--- src/rtl/cdc_toggle_sender_if.sv ---
// rtl/cdc_toggle_sender_if.sv - request/ack toggle bundle between the sender and its environment
interface cdc_toggle_sender_if #(
   parameter int WIDTH     = 8,
   parameter int CNT_WIDTH = 8
);
   logic                 req;
   logic [WIDTH-1:0]     req_data;
   logic                 ack_toggle;
   logic                 toggle;
   logic [WIDTH-1:0]     data_out;
   logic                 busy;
   logic                 done;
   logic                 dropped;
   logic [CNT_WIDTH-1:0] drop_count;

   // Environment side: issues requests and returns the receiver feedback toggle
   modport master (
      output req, req_data, ack_toggle,
      input  toggle, data_out, busy, done, dropped, drop_count
   );

   // Sender side
   modport slave (
      input  req, req_data, ack_toggle,
      output toggle, data_out, busy, done, dropped, drop_count
   );
endinterface

--- src/rtl/cdc_toggle_sender.sv ---
// rtl/cdc_toggle_sender.sv - toggle-handshake sender with synchronized ack and saturating drop counter
module cdc_toggle_sender #(
   parameter int WIDTH     = 8,
   parameter int CNT_WIDTH = 8
) (
   input  logic                  clk,
   input  logic                  rst,
   cdc_toggle_sender_if.slave    bus
);
   typedef enum logic {
      IDLE     = 1'b0,
      WAIT_ACK = 1'b1
   } state_t;

   state_t               state;
   state_t               state_nx;
   logic                 ack_s1;
   logic                 ack_s2;
   logic                 toggle_q;
   logic [WIDTH-1:0]     data_q;
   logic                 done_q;
   logic                 dropped_q;
   logic [CNT_WIDTH-1:0] cnt_q;
   logic                 ack_hit;
   logic                 accept;
   logic                 reject;

   // Two-flop synchronizer for the feedback toggle; only ack_s2 is used downstream
   always_ff @(posedge clk or posedge rst) begin
      if (rst) begin
         ack_s1 <= 1'b0;
         ack_s2 <= 1'b0;
      end else begin
         ack_s1 <= bus.ack_toggle;
         ack_s2 <= ack_s1;
      end
   end

   // State register
   always_ff @(posedge clk or posedge rst) begin
      if (rst) state <= IDLE;
      else     state <= state_nx;
   end

   // Next state: a request issued in the ack cycle keeps the FSM waiting on the new phase
   always_comb begin
      state_nx = state;
      case (state)
         IDLE:     if (bus.req) state_nx = WAIT_ACK;
         WAIT_ACK: if (ack_hit) state_nx = bus.req ? WAIT_ACK : IDLE;
         default:  state_nx = IDLE;
      endcase
   end

   // Decode acknowledge, acceptance and rejection for this cycle
   always_comb begin
      ack_hit = (state == WAIT_ACK) && (ack_s2 == toggle_q);
      accept  = bus.req && ((state == IDLE) || ack_hit);
      reject  = bus.req && (state == WAIT_ACK) && !ack_hit;
   end

   // Registered outputs: toggle, held word, pulses and the saturating drop count
   always_ff @(posedge clk or posedge rst) begin
      if (rst) begin
         toggle_q  <= 1'b0;
         data_q    <= '0;
         done_q    <= 1'b0;
         dropped_q <= 1'b0;
         cnt_q     <= '0;
      end else begin
         done_q    <= ack_hit;
         dropped_q <= reject;
         if (accept) begin
            toggle_q <= ~toggle_q;
            data_q   <= bus.req_data;
         end
         if (reject && (cnt_q != '1)) cnt_q <= cnt_q + CNT_WIDTH'(1);
      end
   end

   assign bus.toggle     = toggle_q;
   assign bus.data_out   = data_q;
   assign bus.busy       = (state == WAIT_ACK);
   assign bus.done       = done_q;
   assign bus.dropped    = dropped_q;
   assign bus.drop_count = cnt_q;
endmodule

--- src/flat_wrapper.sv ---
// flat-port wrapper written by rule: the top's interface ports become plain ports
module cdc_toggle_sender_flat 
#(
   parameter int WIDTH     = 8,
   parameter int CNT_WIDTH = 8
)
  (clk, rst, bus_req, bus_req_data, bus_ack_toggle, bus_toggle, bus_data_out, bus_busy, bus_done, bus_dropped, bus_drop_count);
  cdc_toggle_sender_if #(.WIDTH(WIDTH), .CNT_WIDTH(CNT_WIDTH)) bus_i ();
  input  logic clk;
  input  logic rst;
  input wire logic [$bits(bus_i.req)-1:0] bus_req;
  input wire logic [$bits(bus_i.req_data)-1:0] bus_req_data;
  input wire logic [$bits(bus_i.ack_toggle)-1:0] bus_ack_toggle;
  output wire logic [$bits(bus_i.toggle)-1:0] bus_toggle;
  output wire logic [$bits(bus_i.data_out)-1:0] bus_data_out;
  output wire logic [$bits(bus_i.busy)-1:0] bus_busy;
  output wire logic [$bits(bus_i.done)-1:0] bus_done;
  output wire logic [$bits(bus_i.dropped)-1:0] bus_dropped;
  output wire logic [$bits(bus_i.drop_count)-1:0] bus_drop_count;
  assign bus_i.req = bus_req;
  assign bus_i.req_data = bus_req_data;
  assign bus_i.ack_toggle = bus_ack_toggle;
  assign bus_toggle = bus_i.toggle;
  assign bus_data_out = bus_i.data_out;
  assign bus_busy = bus_i.busy;
  assign bus_done = bus_i.done;
  assign bus_dropped = bus_i.dropped;
  assign bus_drop_count = bus_i.drop_count;
  cdc_toggle_sender #(.WIDTH(WIDTH), .CNT_WIDTH(CNT_WIDTH)) u_core (.clk(clk), .rst(rst), .bus(bus_i));
endmodule
--- config.mk ---
export PLATFORM = sky130hd
export DESIGN_NAME = cdc_toggle_sender_flat
export DESIGN_NICKNAME = d
export VERILOG_FILES = /design/src/rtl/cdc_toggle_sender_if.sv /design/src/rtl/cdc_toggle_sender.sv /design/src/flat_wrapper.sv
export SDC_FILE = /design/constraint.sdc
export NUM_CORES = 1
export LEC_CHECK = 0
export ABC_AREA = 1
export BUFFER_PORTS_ARGS = -buffer_cell sky130_fd_sc_hd__buf_4
export CAP_MARGIN = 30
export CORE_MARGIN = 2
export CORE_UTILIZATION = 45
export CTS_CLUSTER_DIAMETER = 150
export DETAILED_ROUTE_END_ITERATION = 12
export GPL_ROUTABILITY_DRIVEN = 0
export GPL_TIMING_DRIVEN = 0
export PLACE_DENSITY = 0.71
export SLEW_MARGIN = 25
export SYNTH_ARGS = -nofsm -noshare
export SYNTH_HDL_FRONTEND = slang
export SYNTH_SLANG_ARGS = --single-unit
--- constraint.sdc ---
create_clock -name clk -period 3.2 [get_ports clk]
set_input_delay 0.32 -clock clk [delete_from_list [all_inputs] [get_ports clk]]
set_output_delay 0.32 -clock clk [all_outputs]
set_load 0.02 [all_outputs]
==> impl_summary.txt <==
----------------------------------------------------
[Outcome]
  Run status ... finished, final reports clean

[Placed design]
  Sum of net half-perimeters after detailed placement ... 1580 µm
  PortBufs ... 31

[Setup path]
  CP arrival ... about 1.7 ns
  Worst reg-to-reg path cell count ... 8
  Internal reg-to-reg setup slack ... 1.77 ns
  Category of the worst setup path launch point ... flop
  Maximum fanout along the worst path ... 7
  Critical Path End Type ... flop
  End of the worst register-to-register path ... u_core.bus.drop_count[7]$_DFFE_PP0P_
  Worst path required time ... between 3 and 4 ns
  Worst Path Class, Setup ... flop to flop
  Critical register-to-register path startpoint ... u_core.bus.drop_count[0]$_DFFE_PP0P_

[Run]
  MaxCap Viol Count ... 0

[Timing]
  Slew margin rel. ... about 44%
  Final Hold Violating Endpoints ... 0
  Worst Hold Slack ... roughly 0.12 ns
  Final TNS setup ... 0 ns
  Slew of the pin with the lowest slew margin ... between 0.8 and 0.9 ns
  Crit share post-route ... approximately 45%
  Layout Skew ... between 0.005 and 0.006 ns
  Unrepaired setup endpoints after global routing ... no
  Maximum frequency from static timing analysis ... ~0.7 GHz
  Max-slew violation count ... 0
  Number of setup violations in the final report ... 0
  Clock period minus final worst setup slack ... 1.43 ns

[Synthesis]
  Cells after Synth ... 130
  Cell types with the largest area share after synthesis ... sky130_fd_sc_hd__dfrtp_1 52%, sky130_fd_sc_hd__nand2_1 20%, sky130_fd_sc_hd__nand3_1 8.0%
  Cell type contributing the most total cell area after synthesis ... sky130_fd_sc_hd__dfrtp_1
  Proportion of netlist area held by the largest area contributor ... between 50 and 60%
  Yosys Warn Count ... 0
  Synth unique cells ... 15
  Nets in the synthesized netlist ... about 140
  Synth Area per Inst ... 8.20 µm²
  Post-synthesis register bit count ... 22
  Sequential share of the synthesized area ... 51.6%
  Cell area after synthesis ... approximately 1100 µm²

[Global route]
  Maximum number of pins on one net before global-route repair ... 23
  Antenna violations before repair ... 0
  GRT Total Usage ... 17.1%
  Met1 global-route usage ... between 20 and 25%
  Met2 global-route usage ... ~30%
  Total congestion overflow ... 0
  First-pass GRT wire length ... between 3000 and 4000 µm
  Via count of the first global-routing pass ... between 800 and 900
  Global routing usage on met3 ... 4.00%
  Busiest metal layer after global routing ... met2

[Route]
  First-pass iteration count of the detailed router ... 4
  1st-iter DRT viols ... 12
  Total wirelength of the detailed-routed design ... approximately 2100 µm
  Vias/cell ... about 4.9
  Number of antenna-violating nets in the routed design ... 0
  Avg WL per Cell ... 10.8 µm
  Via total after detailed routing ... 937
  DRC errors left ... 0

[Pwr]
  Peak supply drop ... 0.000422 V
  Leak Pwr ... 0.766 nW
  Power per unit of standard cell area ... roughly 750 nW/µm²

[Layout]
  Antenna diode count ... 0
  Fillers ... 218
  Area Growth Syn to Fin ... 27.2%
  Combined area of the multi-input logic cells ... ~460 µm²
  Share of cells above drive strength 1 ... roughly 26%
  Number of nets in the layout ... approximately 180
  Area taken by flip-flops and latches ... between 500 and 600 µm²

[Min path]
  Hold worst-path end ... u_core.ack_s1$_DFF_PP0_
  Worst hold path class ... input port to flop
  Cell depth of the worst min-delay path ... 1
  Hold_sp ... bus_ack_toggle

[Clock network]
  Clk pin slew, worst setup/hold paths ... between 0.1 and 0.15 ns
  Count of hold-fix buffers inserted at cts ... 0
  Number of setup buffers added after CTS ... 0
  Depth of the CTS H-tree ... 1
  TritonCTS buffer count ... 3
  Buffer cell driving the clock tree root ... sky130_fd_sc_hd__clkbuf_4
  CTS resizes ... 0
  Sink count of the clock tree ... 22
  Clock Tree Buf Depth ... 2
  TritonCTS clock tree ... yes
  Clock network latency to the later pin of the worst-skew pair ... approximately 0.3 ns

[Floorplanning]
  Die width ... approximately 53 µm
  Chip height ... 52.7 µm
  Placeable core area ... 2230 µm²
  Total Die Area ... between 2000 and 3000 µm²
  Initial core utilization ... a little under half
  Row cnt ... 17
  Top Ports ... 32

----------------------------------------------------
[how the worst max path moves through the flow]
stage,from,end,slack [ns],depth (start not counted)
2_1_floorplan,u_core.bus.drop_count[0]$_DFFE_PP0P_,u_core.bus.drop_count[5]$_DFFE_PP0P_,1.87,8
3_3_place_gp,u_core.bus.drop_count[0]$_DFFE_PP0P_,u_core.bus.drop_count[5]$_DFFE_PP0P_,1.84,8
3_5_place_dp,u_core.bus.drop_count[0]$_DFFE_PP0P_,u_core.bus.drop_count[7]$_DFFE_PP0P_,1.81,8
4_1_cts,u_core.bus.drop_count[0]$_DFFE_PP0P_,u_core.bus.drop_count[7]$_DFFE_PP0P_,1.77,8
5_1_grt,u_core.bus.drop_count[0]$_DFFE_PP0P_,u_core.bus.drop_count[7]$_DFFE_PP0P_,1.67,8
6_report,u_core.bus.drop_count[0]$_DFFE_PP0P_,u_core.bus.drop_count[7]$_DFFE_PP0P_,1.77,8
[cell families (layout without fill, tap and decap cells)]
logic type / count (synthesis) / count (layout) / share of synthesized area (%)
buf+inv: 14 / 48 / 5.05
simple gates: 88 / 88 / 39.1
compound gates: 3 / 3 / 1.41
flops: 22 / 22 / 51.6
xor+xnor: 2 / 2 / 1.64
fa+ha+maj: 1 / 1 / 1.17
[layout by cell type (no fill, tap or decap)]
cell,count
sky130_fd_sc_hd__buf_2,1
sky130_fd_sc_hd__xor2_1,2
sky130_fd_sc_hd__nand4_1,1
sky130_fd_sc_hd__nor2_4,2
sky130_fd_sc_hd__clkbuf_4,3
sky130_fd_sc_hd__nor2_1,5
sky130_fd_sc_hd__nand3b_4,1
sky130_fd_sc_hd__nand3_4,1
sky130_fd_sc_hd__inv_1,13
sky130_fd_sc_hd__dfrtp_1,22
sky130_fd_sc_hd__nand3_1,17
sky130_fd_sc_hd__buf_4,31
sky130_fd_sc_hd__nand2_4,2
sky130_fd_sc_hd__ha_1,1
sky130_fd_sc_hd__nand2_1,58
sky130_fd_sc_hd__o21ai_0,3
sky130_fd_sc_hd__nand2_2,1
[sequential cells by signal, summed over array words and instances, names as in the netlist]
name and cells:
u_core.bus.toggle 1, u_core.bus.drop_count 8, u_core.bus.dropped 1, u_core.ack_s2 1, u_core.bus.busy 1, u_core.bus.done 1
u_core.bus.data_out 8, u_core.ack_s1 1
[cells in the mapped netlist]
master	instances
sky130_fd_sc_hd__nand2_1	58
sky130_fd_sc_hd__inv_1	13
sky130_fd_sc_hd__xor2_1	2
sky130_fd_sc_hd__nand3_1	17
sky130_fd_sc_hd__nand2_2	1
sky130_fd_sc_hd__ha_1	1
sky130_fd_sc_hd__nor2_4	2
sky130_fd_sc_hd__buf_2	1
sky130_fd_sc_hd__o21ai_0	3
sky130_fd_sc_hd__nor2_1	5
sky130_fd_sc_hd__nand4_1	1
sky130_fd_sc_hd__dfrtp_1	22
sky130_fd_sc_hd__nand3_4	1
sky130_fd_sc_hd__nand3b_4	1
sky130_fd_sc_hd__nand2_4	2
[through the flow]
stage | cells | setup slack [ns] | utilization [%] | total power, mW | cell area, µm²
4_1_cts | 192 | 1.77 | 60.7 | 1.03 | 1360
6_report | 192 | 1.77 | 60.7 | 1.02 | 1360
2_1_floorplan | 130 | 1.87 | - | 0.718 | 1070
5_1_grt | 192 | 1.67 | 60.7 | 1.10 | 1360
3_5_place_dp | 189 | 1.81 | 59.7 | 0.912 | 1330
3_3_place_gp | 189 | 1.84 | 59.7 | 0.897 | 1330
[where the power goes]
group / leakage, nW / total (mW) / internal, mW / switching [mW]
registers: 0.277 / 0.434 / 0.363 / 0.0703
clock network: 0.0138 / 0.123 / 0.0438 / 0.0795
logic: 0.476 / 0.466 / 0.187 / 0.279
[final cells by class]
type / instances / area share, %
Tap cell: 28 / 2.58
Timing Repair Buffer: 31 / 17.2
Inverter: 13 / 3.60
Buffer: 1 / 0.369
Multi-Input combinational cell: 94 / 34.0
Sequential cell: 22 / 40.6
Clock buffer: 3 / 1.66
[per-layer routing]
| metal | vias to the layer above | share of wire [%] |
|---|---|---|
| met4 | 0 | 0.63 |
| met2 | 25 | 49 |
| met5 | - | 0 |
| met1 | 436 | 45 |
| met3 | 2 | 6.0 |
| li1 | 474 | - |
[critical path, cell delays in order (launching register included)]
cell	delay, ns
sky130_fd_sc_hd__dfrtp_1	0.44
sky130_fd_sc_hd__ha_1	0.25
sky130_fd_sc_hd__nand2_2	0.13
sky130_fd_sc_hd__nor2_4	0.05
sky130_fd_sc_hd__nand2_4	0.11
sky130_fd_sc_hd__inv_1	0.05
sky130_fd_sc_hd__nor2_1	0.19
sky130_fd_sc_hd__nand2_1	0.09
sky130_fd_sc_hd__nand2_1	0.06
No activity file was read; power rests on OpenSTA's default activity.
